--- src/rtl/dadda_mul_arbiter.sv ---
// Round-robin sharing of one WIDTH x WIDTH multiplier among NREQ requesters; DADDA_ARB_ERR_MON_EN adds an exact-product error monitor.
// Latency: response valid MUL_LAT+1 cycles after the request handshake; one operation per MUL_LAT+2 cycles at best.
// Backpressure: a stalled response holds the sequencer in RESP and keeps every req_ready low until rsp_ready.
module dadda_mul_arbiter #(
    parameter int WIDTH   = 8,
    parameter int NREQ    = 4,
    parameter int MUL_LAT = 1
) (
    input  logic                      clk,
    input  logic                      rst_n,
    input  logic [NREQ-1:0]           req_valid,
    output logic [NREQ-1:0]           req_ready,
    input  logic [NREQ*WIDTH-1:0]     req_a,
    input  logic [NREQ*WIDTH-1:0]     req_b,
    output logic [WIDTH-1:0]          mul_in1,
    output logic [WIDTH-1:0]          mul_in2,
    input  logic [WIDTH-1:0]          mul_lo,
    input  logic [WIDTH-1:0]          mul_hi,
    output logic                      rsp_valid,
    input  logic                      rsp_ready,
    output logic [$clog2(NREQ)-1:0]   rsp_id,
    output logic [2*WIDTH-1:0]        rsp_prod,
    output logic                      busy,
    output logic [15:0]               err_cnt
);

    localparam int IDW = $clog2(NREQ);
    localparam int CW  = $clog2(MUL_LAT + 1);

    typedef enum logic [1:0] {
        ST_IDLE,
        ST_WAIT,
        ST_RESP
    } state_t;

    state_t           state_q;
    state_t           state_d;
    logic [IDW-1:0]   rr_ptr;
    logic [CW-1:0]    wait_cnt;

    logic             grant_vld;
    logic [IDW-1:0]   grant_idx;
    logic [WIDTH-1:0] grant_a;
    logic [WIDTH-1:0] grant_b;
    logic             grant_take;
    logic             capture;
    logic             rsp_take;

    // Search starts at rr_ptr and wraps; the first asserted requester wins.
    always_comb begin
        grant_vld = 1'b0;
        grant_idx = '0;
        grant_a   = '0;
        grant_b   = '0;
        for (int k = 0; k < NREQ; k++) begin
            int cand;
            cand = int'(rr_ptr) + k;
            if (cand >= NREQ) cand = cand - NREQ;
            if (!grant_vld && req_valid[cand]) begin
                grant_vld = 1'b1;
                grant_idx = IDW'(cand);
                grant_a   = req_a[cand*WIDTH +: WIDTH];
                grant_b   = req_b[cand*WIDTH +: WIDTH];
            end
        end
    end

    always_ff @(posedge clk or negedge rst_n) begin
        if (!rst_n) state_q <= ST_IDLE;
        else        state_q <= state_d;
    end

    always_comb begin
        state_d    = state_q;
        req_ready  = '0;
        grant_take = 1'b0;
        capture    = 1'b0;
        rsp_take   = 1'b0;
        case (state_q)
            ST_IDLE: begin
                if (grant_vld) begin
                    // Held low while reset is asserted so no handshake is seen mid-reset.
                    req_ready[grant_idx] = rst_n;
                    grant_take           = 1'b1;
                    state_d              = ST_WAIT;
                end
            end
            ST_WAIT: begin
                if (wait_cnt == CW'(1)) begin
                    capture = 1'b1;
                    state_d = ST_RESP;
                end
            end
            ST_RESP: begin
                if (rsp_ready) begin
                    rsp_take = 1'b1;
                    state_d  = ST_IDLE;
                end
            end
            default: state_d = ST_IDLE;
        endcase
    end

    assign busy = (state_q != ST_IDLE);

    always_ff @(posedge clk or negedge rst_n) begin
        if (!rst_n) begin
            rr_ptr    <= '0;
            wait_cnt  <= '0;
            mul_in1   <= '0;
            mul_in2   <= '0;
            rsp_id    <= '0;
            rsp_prod  <= '0;
            rsp_valid <= 1'b0;
        end else begin
            if (grant_take) begin
                mul_in1  <= grant_a;
                mul_in2  <= grant_b;
                rsp_id   <= grant_idx;
                wait_cnt <= CW'(MUL_LAT);
                rr_ptr   <= (grant_idx == IDW'(NREQ - 1)) ? '0 : grant_idx + IDW'(1);
            end
            if (state_q == ST_WAIT && !capture) begin
                wait_cnt <= wait_cnt - CW'(1);
            end
            if (capture) begin
                rsp_prod  <= {mul_hi, mul_lo};
                rsp_valid <= 1'b1;
            end
            if (rsp_take) begin
                rsp_valid <= 1'b0;
            end
        end
    end

`ifdef DADDA_ARB_ERR_MON_EN
    logic [2*WIDTH-1:0] ref_prod;
    logic [15:0]        err_cnt_q;

    assign ref_prod = mul_in1 * mul_in2;

    always_ff @(posedge clk or negedge rst_n) begin
        if (!rst_n) begin
            err_cnt_q <= '0;
        end else if (capture && (ref_prod != {mul_hi, mul_lo}) && (err_cnt_q != 16'hFFFF)) begin
            err_cnt_q <= err_cnt_q + 16'd1;
        end
    end

    assign err_cnt = err_cnt_q;
`else
    assign err_cnt = 16'h0000;
`endif

endmodule

--- config.mk ---
export PLATFORM = sky130hd
export DESIGN_NAME = dadda_mul_arbiter
export DESIGN_NICKNAME = d
export VERILOG_FILES = /design/src/rtl/dadda_mul_arbiter.sv
export SDC_FILE = /design/constraint.sdc
export NUM_CORES = 1
export LEC_CHECK = 0
export CAP_MARGIN = 15
export CORE_MARGIN = 5
export CORE_UTILIZATION = 47
export DETAILED_ROUTE_END_ITERATION = 8
export PLACE_DENSITY = 0.93
export RECOVER_POWER = 25
export SYNTH_ARGS = -nofsm -noshare
export SYNTH_HDL_FRONTEND = slang
export SYNTH_SLANG_ARGS = --single-unit
--- constraint.sdc ---
create_clock -name clk -period 5.65 [get_ports clk]
set_clock_uncertainty 0.1 [all_clocks]
set_input_delay 1.4125 -clock clk [delete_from_list [all_inputs] [get_ports clk]]
set_output_delay 1.4125 -clock clk [all_outputs]
set_load 0.03 [all_outputs]
# Word-level counts from Yosys, hierarchy flattened
# Cells that the tools add are included.
classes:
  n_eq_ne: 6
  n_addsub: 9
  n_reduce_logical: 14
  mux: 51
  order_cmp: 10
  n_shift: 8
  bitwise: 1
op_table:
  columns: ["cell", "count"]
  rows:
  - ["32-bit by 32-bit variable part select with 8-bit output", 8]
  - ["32-bit by 4-bit < comparator with 1-bit output (second input constant)", 4]
  - ["32-bit two-way mux", 4]
  - ["8-bit two-way mux", 8]
  - ["1-bit two-way mux", 23]
  - ["2-bit two-way mux", 8]
  - ["3-bit by 3-bit subtractor with 4-bit output (second input constant)", 3]
  - ["3-bit >= comparator (second input constant)", 3]
  - ["1-bit binary-select mux with 2-bit select", 4]
  - ["4-bit two-way mux", 2]
  - ["2-bit by 2-bit adder with 3-bit output (second input constant)", 2]
  - ["2-bit != test (second input constant)", 3]
  - ["2-bit one-hot mux with 3 select lines", 1]
  - ["2-bit nonzero test", 3]
  - ["1-bit logical AND", 5]
  - ["4-bit AND", 1]
  - ["2-bit == test (second input constant)", 2]
  - ["1-bit logical NOT", 4]
  - ["2-bit by 3-bit subtractor with 4-bit output (second input constant)", 1]
  - ["2-bit by 1-bit adder with 3-bit output (second input constant)", 1]
  - ["2-bit by 3-bit >= comparator with 1-bit output (second input constant)", 1]
  - ["2-bit by 3-bit < comparator with 1-bit output (second input constant)", 1]
  - ["3-bit AND reduction", 1]
  - ["2-bit by 1-bit adder with 2-bit output (second input constant)", 1]
  - ["5 further kinds", 5]
totals:
  output_inout_bits: 56
  regBits: 40

# Depth between registers and ports, before layout
depth:
  word_depth: 22
  ltp_mapped: 14
  mapped_depth_nobuf: 9

# Worst setup path before layout
# OpenSTA, ideal clock, no wires.
synth_timing:
  kind: "register -> output"
  startpoint: "register rr_ptr[0]"
  endpoint: "output req_ready[1]"
  n_path_buf: 5
  t_arrival_ns: 3.219
  path_stages_with_launch: 14
  slack_ns: 0.919
  cell_sequence: "dfrtp_1 > buf_6 > buf_2 > buf_2 > inv_1 > ha_1 > buf_2 > mux4_2 > or2_1 > buf_2 > o22ai_4 > inv_1 > ha_1 > and3_1"
synth_via:
  elab_chain_cells: 22
  elab_cells_between_ends: 49
synth_lines:
  columns: ["element", "line_no", "source"]
  rows:
  - ["from (decl)", "38", "logic [IDW-1:0] rr_ptr;"]
  - ["from (signal assigned)", "121", "rr_ptr <= (grant_idx == IDW'(NREQ - 1)) ? '0 : grant_idx + IDW'(1);"]
  - ["branches (longest 14 deep; another with 3-bit by 3-bit subtractor with 4-bit output)", null, null]
  - ["2-bit two-way mux *", "59", "if (!grant_vld && req_valid[cand]) begin"]
  - ["named net grant_idx[1]", "42", "logic [IDW-1:0] grant_idx;"]
  - ["2-bit by 3-bit < comparator with 1-bit output (implied by the code) / 2-bit by 1-bit >= comparator with 1-bit output (equally long branches)", "83", "req_ready[grant_idx] = rst_n;"]
  - ["1-bit logical AND (implied by the code)", "83", null]
  - ["1-bit two-way mux (implied by the code)", "83", null]
  - ["1-bit demux with 2-bit select *", "83", null]
  - ["4-bit AND (no line) *", null, null]
  - ["4-bit two-way mux *", "81", "if (grant_vld) begin"]
  - ["4-bit two-way mux *", "79", "case (state_q)"]
  - ["to (decl)", "12", "output logic [NREQ-1:0] req_ready,"]
# Mark *: on every way through the listed nets, which the timed path passes. The select of a mux whose other input is x is not followed.

# Worst setup path in the final report
layout_timing:
  startpoint: "input req_valid[1]"
  endpoint: "output req_ready[0]"
layout_via:
  elab_chain_cells: 20
  elab_cells_between_ends: 34
layout_lines:
  columns: ["element", "line_no", "source"]
  rows:
  - ["from (decl)", "11", "input logic [NREQ-1:0] req_valid,"]
  - ["1-bit binary-select mux with 2-bit select", "59", null]
  - ["1-bit two-way mux (implied by the code) (2 in a row)", "59", null]
  - ["1-bit two-way mux", "59", null]
  - ["1-bit logical NOT", "59", null]
  - ["1-bit logical AND", "59", null]
  - ["1-bit two-way mux", "59", null]
  - ["1-bit logical NOT", "59", null]
  - ["1-bit logical AND", "59", null]
  - ["(+3 left out)", null, null]
  - ["2-bit two-way mux", "59", null]
  - ["2-bit by 3-bit < comparator with 1-bit output (implied by the code) / 2-bit by 1-bit >= comparator with 1-bit output (equally long branches)", "83", null]
  - ["1-bit logical AND (implied by the code)", "83", null]
  - ["1-bit two-way mux (implied by the code)", "83", null]
  - ["1-bit demux with 2-bit select", "83", null]
  - ["4-bit AND (no line)", null, null]
  - ["4-bit two-way mux *", "81", null]
  - ["4-bit two-way mux *", "79", null]
# Every way passes the cells marked *; elsewhere a longest branch is shown, timed or not. The select of a mux whose other input is x is not followed.

==> results_dict.tcl <==
set metrics [dict create \
    synth_seq_cells 40 \
    core_area_mm2 0.00876 \
    synth_cells 425 \
    detail_route.iter0.violations 452 \
    grt-ovfl-total 0 \
    stdcell_count 638 \
    ff_latch_area_mm2 0.00100 \
    hold_viol_final 0 \
    path_buf_inv 3 \
    min_from "rsp_prod[10]" \
    clkTransAtPathRegs_ns 0.07 \
    cts_max_level 2 \
    ant_nets 0 \
    syn_avg_cell_area_um2 9.98 \
    multiInputGateArea_mm2 0.00292 \
    synth_top_area_share_pct 23.6 \
    maxSlewViolCount 0 \
    cts_tree "yes" \
    critical_path.cell_chain "clkdlybuf4s50_1 > mux4_2 > buf_4 > nor2b_1 > o21ai_0 > and2_1 > ha_1 > and3_1 > dlymetal6s2s_1" \
    min_delay_worst_endpoint "rsp_prod[10]" \
    wl_per_cell_um 19.7 \
    clk_latency_ns 0.28 \
    cts_max_path_buffers 2 \
    routed-via-count 4040 \
    routed_wl_um 12600 \
    place.port_buffers 126 \
    n_fill_cell 709 \
    rr_endpoint "rr_ptr[1]" \
    rr_worst_depth 11 \
    rsz0062_at_grt "false" \
    pin_count 143 \
    worst_slew_pin_slew_ns 1.15 \
    antennaDiodeCount 0 \
    synth_cell_types 44 \
    vdd_drop_max_uv 374 \
    yosys-top-cells-area "dfrtp_1, mux2i_1, mux4_2" \
    critPathSlowestCell "mux4_2" \
    whs_path_depth 1 \
    row_count 34 \
    place_ws_ns 0.0316 \
    critPathLaunchType "input pin" \
    start_util_pct 48.4 \
    drv_cap 0 \
    die-area_mm2 0.0110 \
    cts-root-buf "clkbuf_8" \
    viasPerCell 6.33 \
    power.total_mw 3.49 \
    outcome "completed" \
    critical_path_class "in2out" \
    fp.dieW_um 105 \
    seq_area_frac_synth_pct 23.6 \
    cts_resized 0 \
    yosysTopAreaCell "dfrtp_1" \
    drc_errors 0 \
    pwr_density_cell_mw_per_mm2 624 \
    synthToLayoutAreaGrowth_pct 31.9 \
    p_leak_nw 2.28 \
    relSlewSlack_pct 23.5 \
    hold_class "reg2reg" \
    fin_ws_ns 0.363 \
    arrival_ns 3.77 \
    syn-cell-area_mm2 0.00424 \
    period_share_pct 93.6 \
    grt_use_total_pct 21.9 \
    layout_common_cells "clkdlybuf4s50_1, mux2i_1, dfrtp_1, mux4_2, o21ai_0" \
    setup_violations 0 \
    hpwl_um 9440 \
    tns_ns 0 \
    grt_antenna_before_repair 0 \
    die_h_um 105 \
    nNetsFinal 625 \
    grt_max_degree 74 \
    holdBufCountCts 0 \
    cts_buffers 5 \
    fin_crit_ns 5.29 \
    cts_sinks 40 \
    drive_gt1_share_pct 13.8 \
    cp.depth 9 \
    grt_pass1_wl_um 20400 \
    r2r_setup_slack_ns 2.29 \
    critical_path_peak_fanout 18 \
    reg2reg_from "rr_ptr[0]" \
    dp.cells 630 \
    critPathCaptureType "output pin" \
    gp_congestion 0.877 \
    ys_warn_count 0 \
    cp_top_family "buffers and inverters" \
    fmax_ghz 0.189 \
    grt_pass1_vias 4183 \
    worst_ep_required_time_ns 4.14 \
    postCtsSetupBuffers 0 \
    drtPass1Iterations 4 \
    mostFrequentLayoutCell "clkdlybuf4s50_1" \
    crit_path_max_incr_delay_ns 0.56 \
]
[logic make-up after synthesis]
logic type | Yosys count | synth area share [%]
adders and majority gates | 9 | 2.66
AOI/OAI and AO/OA | 127 | 22.0
muxes | 123 | 35.5
other | 1 | 0.0884
buffers and inverters | 67 | 8.85
DFF | 40 | 23.6
and+or+nand+nor | 58 | 7.32
[area by class of cell]
class | count | area share, %
clock buffers | 7 | 1.72
clock inverters | 1 | 0.537
inverters | 6 | 0.403
multi-input cells | 333 | 52.2
flip-flops and latches | 40 | 18.0
well taps | 108 | 2.42
repair buffers | 143 | 24.7
[cell usage after synthesis]
cell and instances:
a211oi_1 2, a21boi_0 16, a21boi_2 1, a21oi_1 17, a311oi_1 16, a31o_1 1, a31oi_1 1, a41oi_1 16
and2_0 1, and2_1 1, and3_1 5, buf_1 3, buf_2 20, buf_4 18, buf_6 4, clkbuf_1 15
clkbuf_2 1, clkinv_1 1, conb_1 1, dfrtp_1 40, ha_1 9, inv_1 5, mux2_1 1, mux2_2 19
mux2i_1 83, mux4_2 20, nand2_1 19, nand2b_1 18, nand3b_1 1, nor2_1 6, nor2_2 1, nor2b_1 1
nor2b_4 1, o21ai_0 20, o21ai_1 2, o21bai_1 1, o221ai_1 16, o22ai_1 1, o22ai_4 1, o31ai_1 16
or2_1 1, or2_2 1, or3_1 1, or4_1 1
[flip-flops by register name (all words and copies together), names as in the netlist]
name       count
wait_cnt       1
rsp_prod      16
rsp_valid      1
state_q        2
mul_in2        8
rr_ptr         2
rsp_id         2
mul_in1        8
[worst max path at each step]
stage / startpoint / end / slack (ns)
final: req_valid[1] / req_ready[0] / 0.36
after CTS: req_valid[1] / req_ready[2] / 0.03
after floorplan: rr_ptr[0] / req_ready[1] / 0.92
after global placement: req_valid[1] / req_ready[0] / 0.12
after detailed placement: req_valid[1] / req_ready[2] / 0.03
after global routing: req_valid[1] / req_ready[2] / 0.28
[stage by stage]
stage / cell area (um2) / util (%) / hold WS, ns
2_1_floorplan: 4300 / - / 0.371
3_3_place_gp: 5460 / 62.3 / 0.385
3_5_place_dp: 5460 / 62.4 / 0.392
4_1_cts: 5590 / 63.8 / 0.409
5_1_grt: 5590 / 63.8 / 0.424
6_report: 5590 / 63.8 / 0.405
[routing by layer]
layer	up-vias	wire [um]	track usage, %
met3	42	992	3.39
li1	1837	-	-
met2	236	6210	36.9
met5	-	0	0
met1	1925	5020	28.1
met4	0	374	8.40
[worst register-to-register path, stage by stage, from the launching register on]
cell and delay [ns]:
dfrtp_4 0.64, inv_1 0.15, ha_2 0.37, buf_4 0.48, mux4_2 0.41, nor2b_1 0.16
o21ai_0 0.21, buf_4 0.16, nand2_1 0.07, ha_1 0.33, nand2_1 0.07, o21ai_0 0.09
[power breakdown]
part	internal, mW	switching (mW)
Combinational	1.16	1.53
Sequential	0.438	0.111
Clock	0.156	0.0957
Note: power is estimated with default switching activity, not from simulation.
